<file path="src/rtl/alu_pkg.sv">
// Shared opcode encodings and entry field widths for the ALU result path.
package alu_pkg;

  localparam logic [1:0] OP_ADD = 2'b00;
  localparam logic [1:0] OP_SUB = 2'b01;
  localparam logic [1:0] OP_CMP = 2'b10;
  localparam logic [1:0] OP_AND = 2'b11;

  localparam int unsigned DW_DEFAULT = 5;
  localparam int unsigned OP_W       = 2;
  localparam int unsigned FLAGS_W    = 3;

  // {equal, greater, lesser} must have exactly one bit set for a sane compare.
  function automatic logic is_onehot3(input logic [2:0] f);
    return (f == 3'b001) || (f == 3'b010) || (f == 3'b100);
  endfunction

endpackage

</file>
<file path="src/rtl/alu_result_mux.sv">
// Opcode-driven result select, flag packing and compare-flag sanity check.
module alu_result_mux
  import alu_pkg::*;
#(
  parameter int unsigned DW = DW_DEFAULT
) (
  input  logic               select0,
  input  logic               select1,
  input  logic [DW-1:0]      result1,
  input  logic [DW-1:0]      result2,
  input  logic [DW-1:0]      result4,
  input  logic               equal,
  input  logic               greater,
  input  logic               lesser,
  output logic [DW-1:0]      payload,
  output logic [OP_W-1:0]    op,
  output logic [FLAGS_W-1:0] flags,
  output logic               cmp_bad
);

  always_comb begin
    op      = {select1, select0};
    flags   = {equal, greater, lesser};
    payload = '0;
    case (op)
      OP_ADD:  payload = result1;
      OP_SUB:  payload = result2;
      OP_CMP:  payload[FLAGS_W-1:0] = flags;
      OP_AND:  payload = result4;
      default: payload = '0;
    endcase
    cmp_bad = (op == OP_CMP) && !is_onehot3(flags);
  end

endmodule

</file>
<file path="src/rtl/alu_result_buffer.sv">
// Tagged ALU result FIFO with valid/ready hand-off to the consumer stage.
// Optional per-entry even parity output enabled by defining ALU_RES_PARITY_EN.
module alu_result_buffer
  import alu_pkg::*;
#(
  parameter int unsigned DEPTH = 4,
  parameter int unsigned DW    = DW_DEFAULT
) (
  input  logic                   clk,
  input  logic                   rst,
  input  logic                   in_valid,
  output logic                   in_ready,
  input  logic                   select0,
  input  logic                   select1,
  input  logic [DW-1:0]          result1,
  input  logic [DW-1:0]          result2,
  input  logic [DW-1:0]          result4,
  input  logic                   equal,
  input  logic                   greater,
  input  logic                   lesser,
  output logic                   out_valid,
  input  logic                   out_ready,
  output logic [DW-1:0]          out_data,
  output logic [OP_W-1:0]        out_op,
  output logic [FLAGS_W-1:0]     out_flags,
  output logic [$clog2(DEPTH):0] count,
`ifdef ALU_RES_PARITY_EN
  output logic                   out_parity,
`endif
  output logic                   cmp_err
);

  localparam int unsigned AW = $clog2(DEPTH);
  localparam int unsigned BW = DW + OP_W + FLAGS_W;
`ifdef ALU_RES_PARITY_EN
  localparam int unsigned EW = BW + 1;
`else
  localparam int unsigned EW = BW;
`endif
  localparam logic [AW:0] FULL = (AW + 1)'(DEPTH);

  logic [DW-1:0]      payload;
  logic [OP_W-1:0]    op;
  logic [FLAGS_W-1:0] flags;
  logic               cmp_bad;
  logic               push;
  logic               pop;
  logic [EW-1:0]      wentry;
  logic [EW-1:0]      head;

  logic [AW-1:0]      wptr_q;
  logic [AW-1:0]      rptr_q;
  logic [AW:0]        count_q;
  logic               cmp_err_q;
  logic [EW-1:0]      mem_q [DEPTH];

  alu_result_mux #(
    .DW (DW)
  ) u_mux (
    .select0 (select0),
    .select1 (select1),
    .result1 (result1),
    .result2 (result2),
    .result4 (result4),
    .equal   (equal),
    .greater (greater),
    .lesser  (lesser),
    .payload (payload),
    .op      (op),
    .flags   (flags),
    .cmp_bad (cmp_bad)
  );

  assign in_ready  = (count_q != FULL);
  assign out_valid = (count_q != '0);
  assign push      = in_valid & in_ready;
  assign pop       = out_valid & out_ready;

`ifdef ALU_RES_PARITY_EN
  assign wentry = {^{payload, op, flags}, payload, op, flags};
`else
  assign wentry = {payload, op, flags};
`endif

  always_ff @(posedge clk) begin
    if (rst) begin
      wptr_q    <= '0;
      rptr_q    <= '0;
      count_q   <= '0;
      cmp_err_q <= 1'b0;
    end else begin
      if (push) wptr_q <= wptr_q + 1'b1;
      if (pop)  rptr_q <= rptr_q + 1'b1;
      if (push && !pop)      count_q <= count_q + 1'b1;
      else if (pop && !push) count_q <= count_q - 1'b1;
      if (push && cmp_bad) cmp_err_q <= 1'b1;
    end
  end

  // Storage needs no reset: outputs are forced to zero whenever the FIFO is empty.
  always_ff @(posedge clk) begin
    if (push) mem_q[wptr_q] <= wentry;
  end

  assign head = mem_q[rptr_q];
  assign {out_data, out_op, out_flags} = out_valid ? head[BW-1:0] : '0;
`ifdef ALU_RES_PARITY_EN
  assign out_parity = out_valid ? head[EW-1] : 1'b0;
`endif
  assign count   = count_q;
  assign cmp_err = cmp_err_q;

endmodule

</file>
<file path="config.mk">
export PLATFORM = sky130hd
export DESIGN_NAME = alu_result_buffer
export DESIGN_NICKNAME = d
export VERILOG_FILES = /design/src/rtl/alu_pkg.sv /design/src/rtl/alu_result_mux.sv /design/src/rtl/alu_result_buffer.sv
export SDC_FILE = /design/constraint.sdc
export NUM_CORES = 1
export LEC_CHECK = 0
export CAP_MARGIN = 10
export CORE_UTILIZATION = 51
export CTS_CLUSTER_SIZE = 28
export DETAILED_ROUTE_END_ITERATION = 8
export PLACE_DENSITY = 0.78
export REMOVE_ABC_BUFFERS = 1
export SYNTH_ARGS = -nofsm -noshare
export SYNTH_HDL_FRONTEND = slang
export SYNTH_SLANG_ARGS = --single-unit
</file>
<file path="constraint.sdc">
create_clock -name clk -period 2.4 [get_ports clk]
set_input_delay 0.24 -clock clk [delete_from_list [all_inputs] [get_ports clk]]
set_output_delay 0.24 -clock clk [all_outputs]
set_load 0.03 [all_outputs]
</file>
Word-level counts from Yosys, hierarchy flattened
Memories as Yosys holds them, arrays and structs flattened. A register that Yosys moved wholly into a read port is not among the register bits. Index checks and enable logic that the tools add are counted.

Flip-flop bits (word level): 8. Bits in writable memories: 40. Input bits: 24. Output and inout port bits: 16. Word-level logic and storage cells: 39. Memories kept: 1.

$add $sub $neg: 4. Equality and inequality tests: 7. Multiplexer cells: 9. Bitwise gates (word level): 2. Reductions and logical operators: 12.

Memories: mem_q (depth 4, width 10, rd ports 1, clocked after memory_dff 1, write ports 1, RTL line alu_result_buffer.sv:55) `logic [EW-1:0] mem_q [DEPTH];`.

Operators with widths (count): 3-bit case mux with 4 select lines (1); 10-bit 2-to-1 mux (1); 3-bit 2-to-1 mux (2); 2-bit case mux with 3 select lines (1); 2-bit by 1-bit adder with 2-bit output (second input constant) (2); 2-bit == test (second input constant) (2); 1-bit logical AND (4); 2-bit 2-to-1 mux (2); 3-bit by 1-bit adder with 3-bit output (second input constant) (1); 3-bit by 1-bit == test with 1-bit output (second input constant) (1); 3-bit by 2-bit == test with 1-bit output (second input constant) (1); 3-bit == test (second input constant) (1); 1-bit logical NOT (3); 3-bit != test (second input constant) (1); 3-bit nonzero test (1); 3-bit by 1-bit subtractor with 3-bit output (second input constant) (1); 1-bit AND (2); 2-bit by 1-bit == test with 1-bit output (second input constant) (1); 2-bit logical NOT (1); 1-bit logical OR (2); 1-bit 2-to-1 mux (2); 2-bit nonzero test (1).

Depth between registers and ports, before layout
Word-level depth: 6. Gate-level depth with buffers: 9. Gate-level depth less buffers: 8.

Cells and area by module
A second synthesis with hierarchy kept.

Cells, all modules: 137. Area total of the unflattened synthesis: 2215.9 µm².

Modules (own cells, without submodules): alu_result_buffer (times used 1, cells an instance 116, area each 2016.9 µm², sequential area each 1401.3 µm²); alu_result_mux (times used 1, cells an instance 21, area each 198.9 µm², sequential area each 0.0 µm²).

Worst setup path before layout
Ideal clock, no wire load.

Path type: flip-flop to flip-flop. Start point: register count_q[0] (netlist: count[0]). End point: register count_q[2] (netlist: count[2]). Library setup time: 70 ps. Arrival: 2230 ps. Required time: 2330 ps. Slack: 100 ps. Cell stages (with the launch flop): 10. Buffers on the path: 1. Period minus slack after synthesis: 2300 ps. Cell sequence: dfxtp_1 or3b_1 buf_6 and2_4 ha_1 inv_1 fa_1 xor2_1 or3_1 a21oi_1.

Word-level cells in the longest chain between the ends: 5. Elaborated cells between the ends (all ways): 13. Classes of those cells: add/sub (2); eq/ne (1); mux (2); bitwise (2); reduce/logical (6).

Ends and longest elaborated chain: start, declared (RTL line alu_result_buffer.sv:53) `logic [AW:0] count_q;`; start signal, assigned (RTL line alu_result_buffer.sv:94) `if (push && !pop) count_q <= count_q + 1'b1;`; start signal, assigned (RTL line alu_result_buffer.sv:95) `else if (pop && !push) count_q <= count_q - 1'b1;`; 3-bit != test (*) (RTL line alu_result_buffer.sv:74) `assign in_ready = (count_q != FULL);`; net in_ready (RTL line alu_result_buffer.sv:12) `output logic in_ready,`; 1-bit AND (*) (RTL line alu_result_buffer.sv:76) `assign push = in_valid & in_ready;`; net push (RTL line alu_result_buffer.sv:46) `logic push;`; 1-bit logical NOT (RTL line alu_result_buffer.sv:95); 1-bit logical AND (RTL line alu_result_buffer.sv:95); 2-bit nonzero test (no source line).

The timed path passes the listed nets; every way through them passes the cells marked *. The select of a mux whose other input is x is not followed. A chain may end at the register's enable or synchronous reset.

Worst setup path in the final report
Start point: register count_q[0] (netlist: count[0]). End point: register count_q[2] (netlist: count[2]).

Word-level cells in the longest chain between the ends: 5. Elaborated cells between the ends (all ways): 13. Classes of those cells: add/sub (2); eq/ne (1); mux (2); bitwise (2); reduce/logical (6).

Ends and longest elaborated chain (RTL line): 3-bit != test (*) (alu_result_buffer.sv:74); 1-bit AND (*) (alu_result_buffer.sv:76); net push (alu_result_buffer.sv:46); 1-bit logical NOT (alu_result_buffer.sv:95); 1-bit logical AND (alu_result_buffer.sv:95); 2-bit nonzero test (no source line).

Marks and branches as above.

==> results.toml <==
[clock_tree]
cts_tree = "yes"
cts_buffer_depth = 2
cts_made_buffers = 5
clkSinkCount = 50
postCtsHoldBufs = 0
clock_latency_ns = 0.29
path_clk_slew_ns = 0.08
root_buffer = "clkbuf_8"
cts-htree-levels = 2

[final_layout]
fin_util_pct = 68.01
area_growth_pct = 26.30
multi_input_area_um2 = 709.4
diodes = 0
fin_nets = 204
fill_cells = 286
regArea_mm2 = 0.001401
layout_commonest_cell = "edfxtp_1"
final_cell_mix = "edfxtp_1, clkdlybuf4s50_1, mux4_2"
drive_above_1_share_pct = 16.57

[setup_path]
required_ns = 2.62
cp.arrival_ns = 2.46
cp_max_fo = 7
start_kind = "flip-flop"
critPathKind = "reg -> reg"
end_kind = "flip-flop"

[place]
hpwl_mm = 2.811
place_congestion = 0.7664
portBuffers = 39

[global_routing]
global_route.overflow_total = 0
antenna_found_initial = 0
grt_pass1_vias = 1244
grt_pass1_wl_mm = 6.182
track_usage_pct = 19.79
grt_max_degree = 15

[sta]
period_share_pct = 93.58
setup_viol = 0
rsz0062_at_grt = "no"
worst_slew_pin_slew_ns = 0.5124
fin_skew_ns = 0.005289
drv_slew = 0
maxSlewHeadroom_pct = 65.79
fin_crit_ns = 2.246
whs_ns = 0.4950
fmax_mhz = 445.3
fin_tns_setup_ns = 0
hold_viol_final = 0

[floorplan]
pin_count = 40
dieArea_mm2 = 0.004519
core_area_mm2 = 0.004029
die_x_um = 67.23
initial_core_util_pct = 53.85
num_rows = 23
die_h_um = 67.23

[yosys]
synth_seq_cells = 50
ys_warn_count = 0
synth.top_cell.area_share_pct = 55.36
synth-edff-count = 40
ys.flop_type = "edfxtp_1"
synth_top_area_cell = "edfxtp_1"
syn_inst = 132
synth_area_leaders = "edfxtp_1, mux4_2, dfxtp_1, ha_1, nor2b_1"
netlist_area_mm2 = 0.002170
avgSynthCellArea_um2 = 16.44
synth_cell_type_count = 29
synthArstFlopShare_pct = 0
yosysSeqAreaShare_pct = 64.59

[pwr]
p_leak_uw = 0.001080
power_uw = 2997
power.ir.vdd_worst_mv = 0.5760
p_per_area_mw_per_mm2 = 1094

[run_status]
outcome = "completed"

[drt]
vias_per_cell = 5.516
totalWireLength_mm = 3.852
wl_per_cell_um = 17.12
vias = 1241
drtPass1Iterations = 4
initialDrtViolationCount = 69
final_antenna_net_count = 0
remaining_drc_errors = 0

[run]
maxCapViolCount = 0

[worst_hold_path]
hold_path_class = "reg -> reg"
-- synthesized netlist by cell type (all sizes together), types with 2 or more instances --
| master | number |
|---|---|
| or3 | 2 |
| xor2 | 3 |
| buf | 3 |
| inv | 6 |
| nor2b | 10 |
| nand2b | 2 |
| and3 | 4 |
| a21oi | 2 |
| nand3 | 2 |
| dfxtp | 10 |
| mux4 | 13 |
| nor2 | 6 |
| ha | 5 |
| or3b | 2 |
| o21ai | 5 |
| edfxtp | 40 |
| mux2i | 4 |
| clkbuf | 4 |
-- routing by layer --
metal	wire, um	GRT usage, %	share of wire, %	vias up
met5	0	0	0	-
li1	-	-	-	582
met2	2112	35.63	55	35
met3	176	4.054	4.6	5
met1	1515	23.19	39	619
met4	46	7.181	1.2	0
-- flip-flops by register name, indices dropped and copies added, names as in the netlist, named ones only --
| signal | flops |
|---|---|
| cmp_err | 1 |
| count | 3 |
| mem_q | 40 |
| rptr_q | 2 |
| wptr_q | 2 |
-- worst max-delay path, stage by stage (launching register included) --
cell and delay, ns:
dfxtp_1 0.45, or3b_1 0.28, and2_4 0.21, ha_1 0.18, inv_1 0.06, fa_1 0.37
xor2_1 0.16, or3_1 0.32, a21oi_1 0.15
-- metrics by stage --
stage          std cells  setup slack [ns]  instance area, um^2
2_1_floorplan        125          -0.05320                 2133
3_3_place_gp         217            0.2095                 2609
3_5_place_dp         217           0.09117                 2609
4_1_cts              225           0.01311                 2715
5_1_grt              225           0.03880                 2740
6_report             225            0.1541                 2740
-- cells by family after synthesis --
logic type	after synthesis	share of synthesized area [%]
buffers and inverters	13	2.710
adder cells (fa/ha/maj)	6	3.806
multiplexers	18	16.03
AO/OA/AOI/OAI	10	2.711
XOR/XNOR	4	1.615
AND/OR/NAND/NOR	31	8.535
flip-flops	50	64.59
-- path summary, 6_finish.rpt --
check / startpoint / to / slack (ns) / depth (start not counted)
max: count[0] / count[2] / 0.15 / 8
min: rptr_q[1] / rptr_q[1] / 0.50 / 2
max reg2reg: count[0] / count[2] / 0.15 / 8
min reg2reg: rptr_q[1] / rptr_q[1] / 0.50 / 2
-- where the power goes --
group	total, uW	switching, uW	internal, uW	leakage [uW]
clock	557	246	312	0.0000524
combinational	1290	704	586	0.000578
sequential	1150	79.6	1070	0.000450
-- final cells by class --
class,count,share of cell area [%]
clock buffer,7,2.785
clock inverter,1,1.096
inverter,6,0.8219
multi-input combinational,69,25.89
sequential,50,51.14
tap,50,2.283
timing repair buffer,42,15.98
-- timing repair --
action,4_1_cts,5_1_grt
setup endpoints to repair,0,10
gates resized for setup,0,10
buffers inserted,0,0
Note: power is estimated with default switching activity, not from simulation.
